===== src/rtl/multicycle_controller.sv =====
// multicycle_controller: multi-cycle RISC-V control FSM with memory wait timeout and retire counter
module multicycle_controller #(
  parameter int MEM_TIMEOUT = 15,
  parameter bit BRANCH_EN = 1'b1,
  parameter int CNT_WIDTH = 32
) (
  input  logic                 clk,
  input  logic                 reset_n,
  input  logic [6:0]           Opcode,
  input  logic                 Zero,
  input  logic                 MemReady,
  output logic                 PCWrite,
  output logic                 IRWrite,
  output logic                 IorD,
  output logic [1:0]           ALUSrcA,
  output logic [1:0]           ALUSrcB,
  output logic [1:0]           ALUOp,
  output logic                 PCSrc,
  output logic                 MemtoReg,
  output logic                 RegWrite,
  output logic                 MemRead,
  output logic                 MemWrite,
  output logic                 Fault,
  output logic [3:0]           State,
  output logic [CNT_WIDTH-1:0] Retired
);
  localparam int WW = MEM_TIMEOUT > 0 ? $clog2(MEM_TIMEOUT + 1) : 1;
  localparam logic [3:0] FETCH = 4'd0, DECODE = 4'd1, EXEC_R = 4'd2, EXEC_I = 4'd3,
                         MEM_ADDR = 4'd4, MEM_READ = 4'd5, MEM_WRITE = 4'd6, WB_ALU = 4'd7,
                         WB_MEM = 4'd8, BRANCH = 4'd9, FAULT = 4'd10;
  localparam logic [6:0] OP_R = 7'b0110011, OP_I = 7'b0010011, OP_LW = 7'b0000011,
                         OP_SW = 7'b0100011, OP_BEQ = 7'b1100011;
  logic [3:0]    state, nxt;
  logic [WW-1:0] wcnt;
  logic          wait_st, expired;
  assign wait_st = state == FETCH || state == MEM_READ || state == MEM_WRITE;
  assign expired = MEM_TIMEOUT != 0 && !MemReady && wcnt == WW'(MEM_TIMEOUT);
  assign State = state;
  always_ff @(posedge clk or negedge reset_n) begin
    if (!reset_n) begin
      state   <= FETCH;
      wcnt    <= '0;
      Retired <= '0;
    end else begin
      state <= nxt;
      // the counter only survives while we stay parked in a wait state
      wcnt  <= (wait_st && nxt == state) ? wcnt + 1'b1 : '0;
      if (nxt == FETCH && state != FETCH) Retired <= Retired + 1'b1;
    end
  end
  always_comb begin
    nxt = FAULT;
    case (state)
      FETCH:          nxt = MemReady ? DECODE : expired ? FAULT : FETCH;
      DECODE:         nxt = Opcode == OP_R ? EXEC_R :
                            Opcode == OP_I ? EXEC_I :
                            (Opcode == OP_LW || Opcode == OP_SW) ? MEM_ADDR :
                            (BRANCH_EN && Opcode == OP_BEQ) ? BRANCH : FAULT;
      EXEC_R, EXEC_I: nxt = WB_ALU;
      MEM_ADDR:       nxt = Opcode == OP_LW ? MEM_READ : MEM_WRITE;
      MEM_READ:       nxt = MemReady ? WB_MEM : expired ? FAULT : MEM_READ;
      MEM_WRITE:      nxt = MemReady ? FETCH : expired ? FAULT : MEM_WRITE;
      WB_ALU, WB_MEM, BRANCH: nxt = FETCH;
      default:        nxt = FAULT;
    endcase
  end
  always_comb begin
    {PCWrite, IRWrite, IorD, PCSrc, MemtoReg, RegWrite, MemRead, MemWrite, Fault} = '0;
    ALUSrcA = 2'b00;
    ALUSrcB = 2'b00;
    ALUOp   = 2'b00;
    case (state)
      FETCH:     begin MemRead = 1'b1; ALUSrcB = 2'b01; IRWrite = MemReady; PCWrite = MemReady; end
      DECODE:    ALUSrcB = 2'b10;
      EXEC_R:    begin ALUSrcA = 2'b01; ALUOp = 2'b10; end
      EXEC_I:    begin ALUSrcA = 2'b01; ALUSrcB = 2'b10; ALUOp = 2'b10; end
      MEM_ADDR:  begin ALUSrcA = 2'b01; ALUSrcB = 2'b10; end
      MEM_READ:  begin MemRead = 1'b1; IorD = 1'b1; end
      MEM_WRITE: begin MemWrite = 1'b1; IorD = 1'b1; end
      WB_ALU:    RegWrite = 1'b1;
      WB_MEM:    begin RegWrite = 1'b1; MemtoReg = 1'b1; end
      BRANCH:    begin ALUSrcA = 2'b01; ALUOp = 2'b01; PCSrc = 1'b1; PCWrite = Zero; end
      FAULT:     Fault = 1'b1;
      default:   ;
    endcase
    // strobes are held off while reset is asserted, even though state already reads FETCH
    if (!reset_n) {PCWrite, IRWrite, RegWrite, MemRead, MemWrite} = '0;
  end
endmodule


===== config.mk =====
export PLATFORM = sky130hd
export DESIGN_NAME = multicycle_controller
export DESIGN_NICKNAME = d
export VERILOG_FILES = /design/src/rtl/multicycle_controller.sv
export SDC_FILE = /design/constraint.sdc
export NUM_CORES = 1
export LEC_CHECK = 0
export ABC_AREA = 1
export CAP_MARGIN = 10
export CORE_MARGIN = 1
export CORE_UTILIZATION = 35
export CTS_CLUSTER_DIAMETER = 100
export CTS_CLUSTER_SIZE = 12
export DETAILED_ROUTE_END_ITERATION = 8
export PLACE_DENSITY_LB_ADDON = 0.15
export SLEW_MARGIN = 20
export SYNTH_ARGS = -nofsm -noshare
export SYNTH_HDL_FRONTEND = slang
export SYNTH_SLANG_ARGS = --single-unit
export TNS_END_PERCENT = 10

===== constraint.sdc =====
create_clock -name clk -period 1.7 [get_ports clk]
set_input_delay 0.51 -clock clk [delete_from_list [all_inputs] [get_ports clk]]
set_output_delay 0.51 -clock clk [all_outputs]
set_load 0.02 [all_outputs]

Yosys cells after proc, flatten, opt, wreduce, memory -nomap -nowiden --
Cells that the tools add are included.
Word-level totals: register bits after elaboration 40, input port bits 11, output and inout port bits 51, bits in writable memories 0, memory bits (read-only) 0, latch bits 0, memories 0, word-level logic and storage cells 69
Operators by class: $add $sub $neg 2, div/mod/pow operators 0, reduce and logical (&&, ||, !) cells 17, mux-type cells 30, equal/unequal tests 17, bitwise gates (word level) 0, $lt $le $gt $ge 0, $mul 0, shift-type cells 0
Operators by type and width (count):
- 4-bit two-way mux | 10
- 32-bit by 1-bit adder with 32-bit output (second input constant) | 1
- 4-bit one-hot mux with 7 select lines | 1
- 4-bit by 3-bit equality test with 1-bit output (second input constant) | 4
- 4-bit equality test (second input constant) | 4
- 7-bit by 6-bit equality test with 1-bit output (second input constant) | 2
- 1-bit two-way mux | 14
- 4-bit by 2-bit equality test with 1-bit output (second input constant) | 2
- 4-bit logical NOT | 2
- 2-bit one-hot mux with 2 select lines | 2
- 2-bit OR reduction | 4
- 7-bit by 2-bit equality test with 1-bit output (second input constant) | 1
- 7-bit by 5-bit equality test with 1-bit output (second input constant) | 1
- 7-bit equality test (second input constant) | 1
- 3-bit OR reduction | 2
- 4-bit by 1-bit adder with 4-bit output (second input constant) | 1
- 4-bit by 1-bit equality test with 1-bit output (second input constant) | 1
- 4-bit equality test | 1
- 2-bit two-way mux | 2
- 4-bit nonzero test | 1
- 4-bit OR reduction | 1
- 1-bit logical AND | 3
- 1-bit logical OR | 3
- 1-bit one-hot mux with 2 select lines | 1
- 1-bit logical NOT | 1

Logic depth before layout (Yosys ltp) --
Gate-level depths: netlist (run 1).
word-level depth 9, depth in mapped cells 13, depth with buffers taken out 12

Worst setup path after synthesis (run 1) --
OpenSTA, ideal clock, no wires.
path kind flip-flop to output port, from reg state[3], in the netlist State[3], to out PCWrite, arrival 1.580 ns, buffers on the path 0, stages on the path, launching flop included 7, data required time 1.190 ns, path slack -0.390 ns, cells stage by stage dfrtp_1 inv_2 nor2_1 inv_1 nor2_1 nand2_1 a21oi_1
On the way: cells in the longest elaborated chain, start to end 3, elaborated cells between the ends (all ways) 4, classes of those cells eq/ne: 1; mux: 2; reduce/logical: 1
Ends and longest elaborated chain:
- from (decl) | line 33 | logic [3:0] state, nxt;
- from (signal assigned) | line 45 | state <= nxt;
- 4-bit equality test / 4-bit logical NOT (equally long branches) | line 72 | case (state)
- 1-bit one-hot mux with 2 select lines * | line 72
- 1-bit two-way mux * | line 87 | if (!reset_n) {PCWrite, IRWrite, RegWrite, MemRead, MemWrite} = '0;
- to (decl) | line 12 | output logic PCWrite,
Mark *: on every way between the ends. The rest lies on a longest branch, timed or not.

Worst setup path after layout (run 1) --
Same ends and word-level chain as after synthesis.

==> results of run 1 <==
[critical path, stage by stage, from the launching register on]
cell and delay [ns]:
dfrtp_2 0.45, buf_4 0.16, nor2_4 0.11, nand3_2 0.14, a21oi_4 0.17, buf_6 0.13
[final cells by class]
class,count,area [sq um]
Inverter,54,208
Clock inverter,2,10.0
Multi-Input combinational cell,312,1740
Fill cell,752,3240
Sequential cell,40,1010
Timing Repair Buffer,145,1260
Tap cell,102,128
Clock buffer,6,82.6
[kinds of logic after synthesis]
kind of cell,synth area share
AOI/OAI and AO/OA,0.0598
xor gates and xnor gates,0.0888
adders and majority gates,0.00906
buffers and inverters,0.0983
DFF,0.362
other,0.00136
and+or+nand+nor,0.380
[through the flow]
step / util / instances
after floorplan: - / 414
after global placement: 0.517 / 634
after detailed placement: 0.517 / 634
after CTS: 0.552 / 655
after global routing: 0.578 / 661
final: 0.578 / 661
[state kept, by name, summed over array words and instances (netlist names)]
register  cells
State         4
Retired      32
wcnt          4
[path summary, 6_finish.rpt]
kind / to / startpoint / depth (start not counted)
max: PCWrite / State[3]$_DFF_PN0_ / 5
min: Retired[0]$_DFFE_PN0P_ / reset_n / 2
max reg2reg: Retired[8]$_DFFE_PN0P_ / State[1]$_DFF_PN0_ / 15
min reg2reg: wcnt[0]$_DFF_PN0_ / wcnt[0]$_DFF_PN0_ / 2
max in group asynchronous: State[1]$_DFF_PN0_ / reset_n / 2
min in group clk: wcnt[0]$_DFF_PN0_ / wcnt[0]$_DFF_PN0_ / 2
[cell usage after synthesis]
cell,instances,share of area
o21ai_0,2,0.0036
a31oi_1,1,0.0023
o22ai_1,1,0.0023
a21oi_1,4,0.0072
nor2_1,54,0.073
o21ai_1,23,0.042
dfrtp_1,40,0.36
nor3_1,18,0.033
buf_4,4,0.011
nand2_1,133,0.18
buf_2,1,0.0018
nor2_2,5,0.011
inv_1,51,0.069
nand3_1,24,0.043
nand3_2,2,0.0072
o21a_1,1,0.0027
nand2_2,4,0.0091
nand2b_1,1,0.0023
xnor2_1,6,0.019
nand4_1,7,0.016
xor2_1,22,0.070
buf_6,3,0.012
ha_1,2,0.0091
nand2_4,1,0.0041
inv_2,3,0.0041
conb_1,1,0.0014
[power groups by stage]
stage	registers [mW]	clock network [mW]	logic (mW)
final	0.950	0.663	0.0742
after global routing	0.950	0.732	0.0846
after CTS	0.950	0.683	0.0736
after detailed placement	0.969	0	0.0728
after global placement	0.969	0	0.0717
after floorplan	0.970	0	0.0165
[routing by layer]
metal / GRT usage / vias to the layer above
met3: 0.0345 / 8
met5: 0 / -
li1: - / 1576
met2: 0.372 / 56
met1: 0.307 / 1488
met4: 0.0450 / 0
[what timing repair did]
item / in CTS / in global routing
resized for setup: 162 / 50
pin swaps: 8 / 17
endpoints found under the setup margin: 86 / 53
cloned: 2 / 0
buffers inserted: 11 / 6
==> flow_summary.yaml, run 1 <==
timing:
  slew_viol_final: 0
  finalSetupTns_ns: -8.34
  clock_skew_ns: 0.00471
  fmax_mhz: 511
  setup_viol: 50
  rsz0062_at_grt: "true"
  period_share: 1.15
  relSlewSlack: 0.658
  min_period_ns: 1.96
  holdWs_ns: 0.281
  finalWorstSetupSlack_ns: -0.257
  final_hold_viol_count: 0
  worst_slew_pin_slew_ns: 0.513
clocking:
  cts_tree: "built"
  cts-root-buf: "clkbuf_8"
  path_clk_slew_ns: 0.08
  cts_sinks: 40
  cts_buffers: 5
  postCtsHoldBufs: 0
  h-tree-depth: 2
  clk_latency_ns: 0.29
  clockBufferDepth: 2
place:
  post_dp_cell_area_sq_mm: 0.00398
  dp_hpwl_mm: 6.77
  gp_congestion: 0.871
  place_ws_ns: -0.759
  port_buffers: 60
global_route:
  grt_max_degree: 41
  grt_remaining_overflow: 0
  track_usage: 0.224
  grt_pass1_wl_mm: 14.7
  first_global_vias: 3069
  antenna_found_initial: 0
detailed_routing:
  wl_per_cell_um: 13.5
  detail-route-antenna-nets: 0
  drc: 1
  vias: 3128
  route.met2.wl_mm: 4.42
  dr.pass1.iters: 7
  wl_met3_um: 312
  wl_met1_mm: 4.08
  wl_mm: 8.89
  highest_layer: "met4"
  vias_per_cell: 4.73
  drt_iter0_markers: 162
run:
  cap_violations: 0
power:
  finalPower_mw: 1.69
  power_frac_comb: 0.044
  power_switching_mw: 0.383
  pwr-share-clk: 0.393
  power_density_mw_per_mm2: 380
  power_frac_seq: 0.563
  swShare: 0.227
  vdd_drop_max_mv: 0.239
  p_leak_nw: 2.23
  p_int_mw: 1.30
die:
  dieArea_sq_mm: 0.00825
  dieWidth_um: 90.8
  die_h_um: 90.8
  core-area_sq_mm: 0.00769
  row_count: 32
  ioPinCount: 62
  start_util: 0.359
finish:
  fin_area_sq_mm: 0.00444
  antennaDiodeCount: 0
  area_growth_pct: 60.9
  drive_above_1_share: 0.345
  final_common_cell: "nand2_1"
  final_cell_mix: "113 x nand2_1, 75 x buf_4, 44 x inv_1, 35 x nor2_1"
  nNetsFinal: 571
logic_synthesis:
  synth.avg_cell_area_sq_um: 6.67
  synth.distinct_cells: 26
  netlist_area_sq_mm: 0.00276
  synth-seq-area-share: 0.362
  synth_nets: 427
  syn_inst: 414
  ys_ff_latch: 40
  yosys_warnings: 0
setup_path:
  critPathCaptureType: "output pin"
  setup.reg_to_reg.worst_slack_ns: -0.18
  critPathMaxFanout: 4
  setup.worst_path.start_class: "flop"
  required_ns: 1.19
  arrival_ns: 1.45
  critical_path_class: "flop to output pin"
run_status:
  outcome: "finished, violations left"
  violations: "design-rule violations, negative setup slack"
min_path:
  hp-class: "primary input to asynchronous set/reset pin"
(Power assumes the default switching activity.)
==> inputs of run 2 (changes only) <==
- HOLD_SLACK_MARGIN: default -> 0.12
==> results of run 2 <==
Final layout, timing and power as in run 1 (identical DEF).
==> inputs of run 3 (changes only) <==
- SETUP_SLACK_MARGIN: default -> 0.2
==> flow_summary.yaml, run 3 (same netlist as run 1, synthesis figures left out) <==
run_status:
  outcome: "finished, violations left"
  violations: "negative setup slack"
min_path:
  hp-class: "primary input to asynchronous set/reset pin"
setup_path:
  required_ns: 1.19
  critPathCaptureType: "output pin"
  setup.worst_path.start_class: "flop"
  critPathMaxFanout: 4
  r2r_start: "State[2]$_DFF_PN0_"
  critical_path_class: "flop to output pin"
  arrival_ns: 1.43
  crit_start: "State[3]$_DFF_PN0_"
clocking:
  path_clk_slew_ns: 0.08
  clk_latency_ns: 0.29
  cts_buffers: 5
  h-tree-depth: 2
  cts-root-buf: "clkbuf_8"
  cts_tree: "built"
  cts_sinks: 40
  clockBufferDepth: 2
die:
  dieArea_sq_mm: 0.00825
  core-area_sq_mm: 0.00769
  row_count: 32
  dieWidth_um: 90.8
  die_h_um: 90.8
  start_util: 0.359
  ioPinCount: 62
global_route:
  first_global_vias: 3053
  track_usage: 0.216
  grt_pass1_wl_mm: 14.3
  grt_remaining_overflow: 0
  grt_max_degree: 41
  antenna_found_initial: 0
power:
  pwr-share-clk: 0.376
  power_density_mw_per_mm2: 392
  power_switching_mw: 0.375
  power_frac_seq: 0.579
  p_int_mw: 1.27
  vdd_drop_max_mv: 0.292
  swShare: 0.228
  p_leak_nw: 2.08
  power_frac_comb: 0.045
place:
  dp_hpwl_mm: 6.52
  port_buffers: 60
  post_dp_cell_area_sq_mm: 0.00399
  gp_congestion: 0.887
  dp.cells: 632
finish:
  drive_above_1_share: 0.340
  antennaDiodeCount: 0
  final_cell_mix: "127 x nand2_1, 68 x buf_4, 45 x inv_1, 40 x nor2_1, 30 x dfrtp_1"
  area_growth_pct: 51.8
  fin_area_sq_mm: 0.00419
  largest_register_ff_count: 32
  final_common_cell: "nand2_1"
  top_register: "Retired"
  layout.cells.non_filler: 646
  final.fill_count: 796
  nNetsFinal: 556
  multi_input_area_sq_mm: 0.00168
  regArea_sq_mm: 0.00101
detailed_routing:
  wl_per_cell_um: 13.2
  vias: 3033
  vias_per_cell: 4.70
  detail-route-antenna-nets: 0
  wl_mm: 8.53
  drc: 0
  dr.pass1.iters: 4
  drt_iter0_markers: 150
timing:
  worst_slew_pin_slew_ns: 0.523
  relSlewSlack: 0.651
  period_share: 1.14
  slew_viol_final: 0
  fmax_mhz: 516
  min_period_ns: 1.94
  clock_skew_ns: 0.0133
  setup_viol: 49
  final_hold_viol_count: 0
  rsz0062_at_grt: "true"
  finalWorstSetupSlack_ns: -0.237
run:
  cap_violations: 0
[run 3: layout make-up]
class,instances,area share
Clock buffer,7,0.0182
Clock inverter,1,0.00119
Inverter,54,0.0490
Multi-Input combinational cell,312,0.401
Sequential cell,40,0.242
Tap cell,102,0.0304
Timing Repair Buffer,130,0.259
[run 3: path summary, 6_finish.rpt]
path	slack (ns)	cells after the start	endpoint
worst max-delay path	-0.24	6	MemRead
worst min-delay path	0.28	2	Retired[2]$_DFFE_PN0P_
worst max register to register	-0.12	12	Retired[2]$_DFFE_PN0P_
worst min register to register	0.53	1	Retired[0]$_DFFE_PN0P_
max in group asynchronous	1.00	2	State[0]$_DFF_PN0_
min in group clk	0.53	1	Retired[0]$_DFFE_PN0P_
[run 3: what timing repair did]
action	in CTS	in global routing
setup endpoints to repair	88	75
hold endpoints to repair	0	0
pin swaps	4	11
gates resized for setup	194	46
buffers inserted	2	2
cloned	0	2
hold buffers	0	0
[run 3: metrics by stage]
stage / TNS (ns) / utilization / setup slack [ns] / total power [mW] / hold slack (ns)
finish: -5.11 / 0.545 / -0.237 / 1.64 / 0.281
CTS: -6.06 / 0.530 / -0.240 / 1.67 / 0.310
global route: -9.52 / 0.545 / -0.317 / 1.72 / 0.335
detailed placement: -25.09 / 0.519 / -0.775 / 1.04 / 0.530
floorplan: 0 / - / 0.0168 / 0.987 / 0.214
global placement: -24.33 / 0.519 / -0.773 / 1.04 / 0.517
[run 3: power by group through the flow]
| stage | clock [mW] | combinational (mW) | sequential [mW] |
|---|---|---|---|
| after floorplan | 0 | 0.0171 | 0.970 |
| after global placement | 0 | 0.0717 | 0.969 |
| after detailed placement | 0 | 0.0730 | 0.969 |
| after CTS | 0.646 | 0.0732 | 0.950 |
| after global routing | 0.683 | 0.0836 | 0.950 |
| final | 0.618 | 0.0741 | 0.950 |
[run 3: worst max-delay path: stages (launching register included)]
cell     delay [ns]
dfrtp_2        0.46
nor2_2         0.18
nand2_1        0.12
nand2_2        0.09
inv_1          0.07
nor2_2         0.09
buf_4          0.14
[run 3: routing by layer]
metal,track usage,vias up,routed length (um)
met4,0.0688,0,174
met3,0.0345,18,408
met5,0,-,0
met1,0.272,1389,3720
met2,0.377,79,4230
li1,-,1547,-
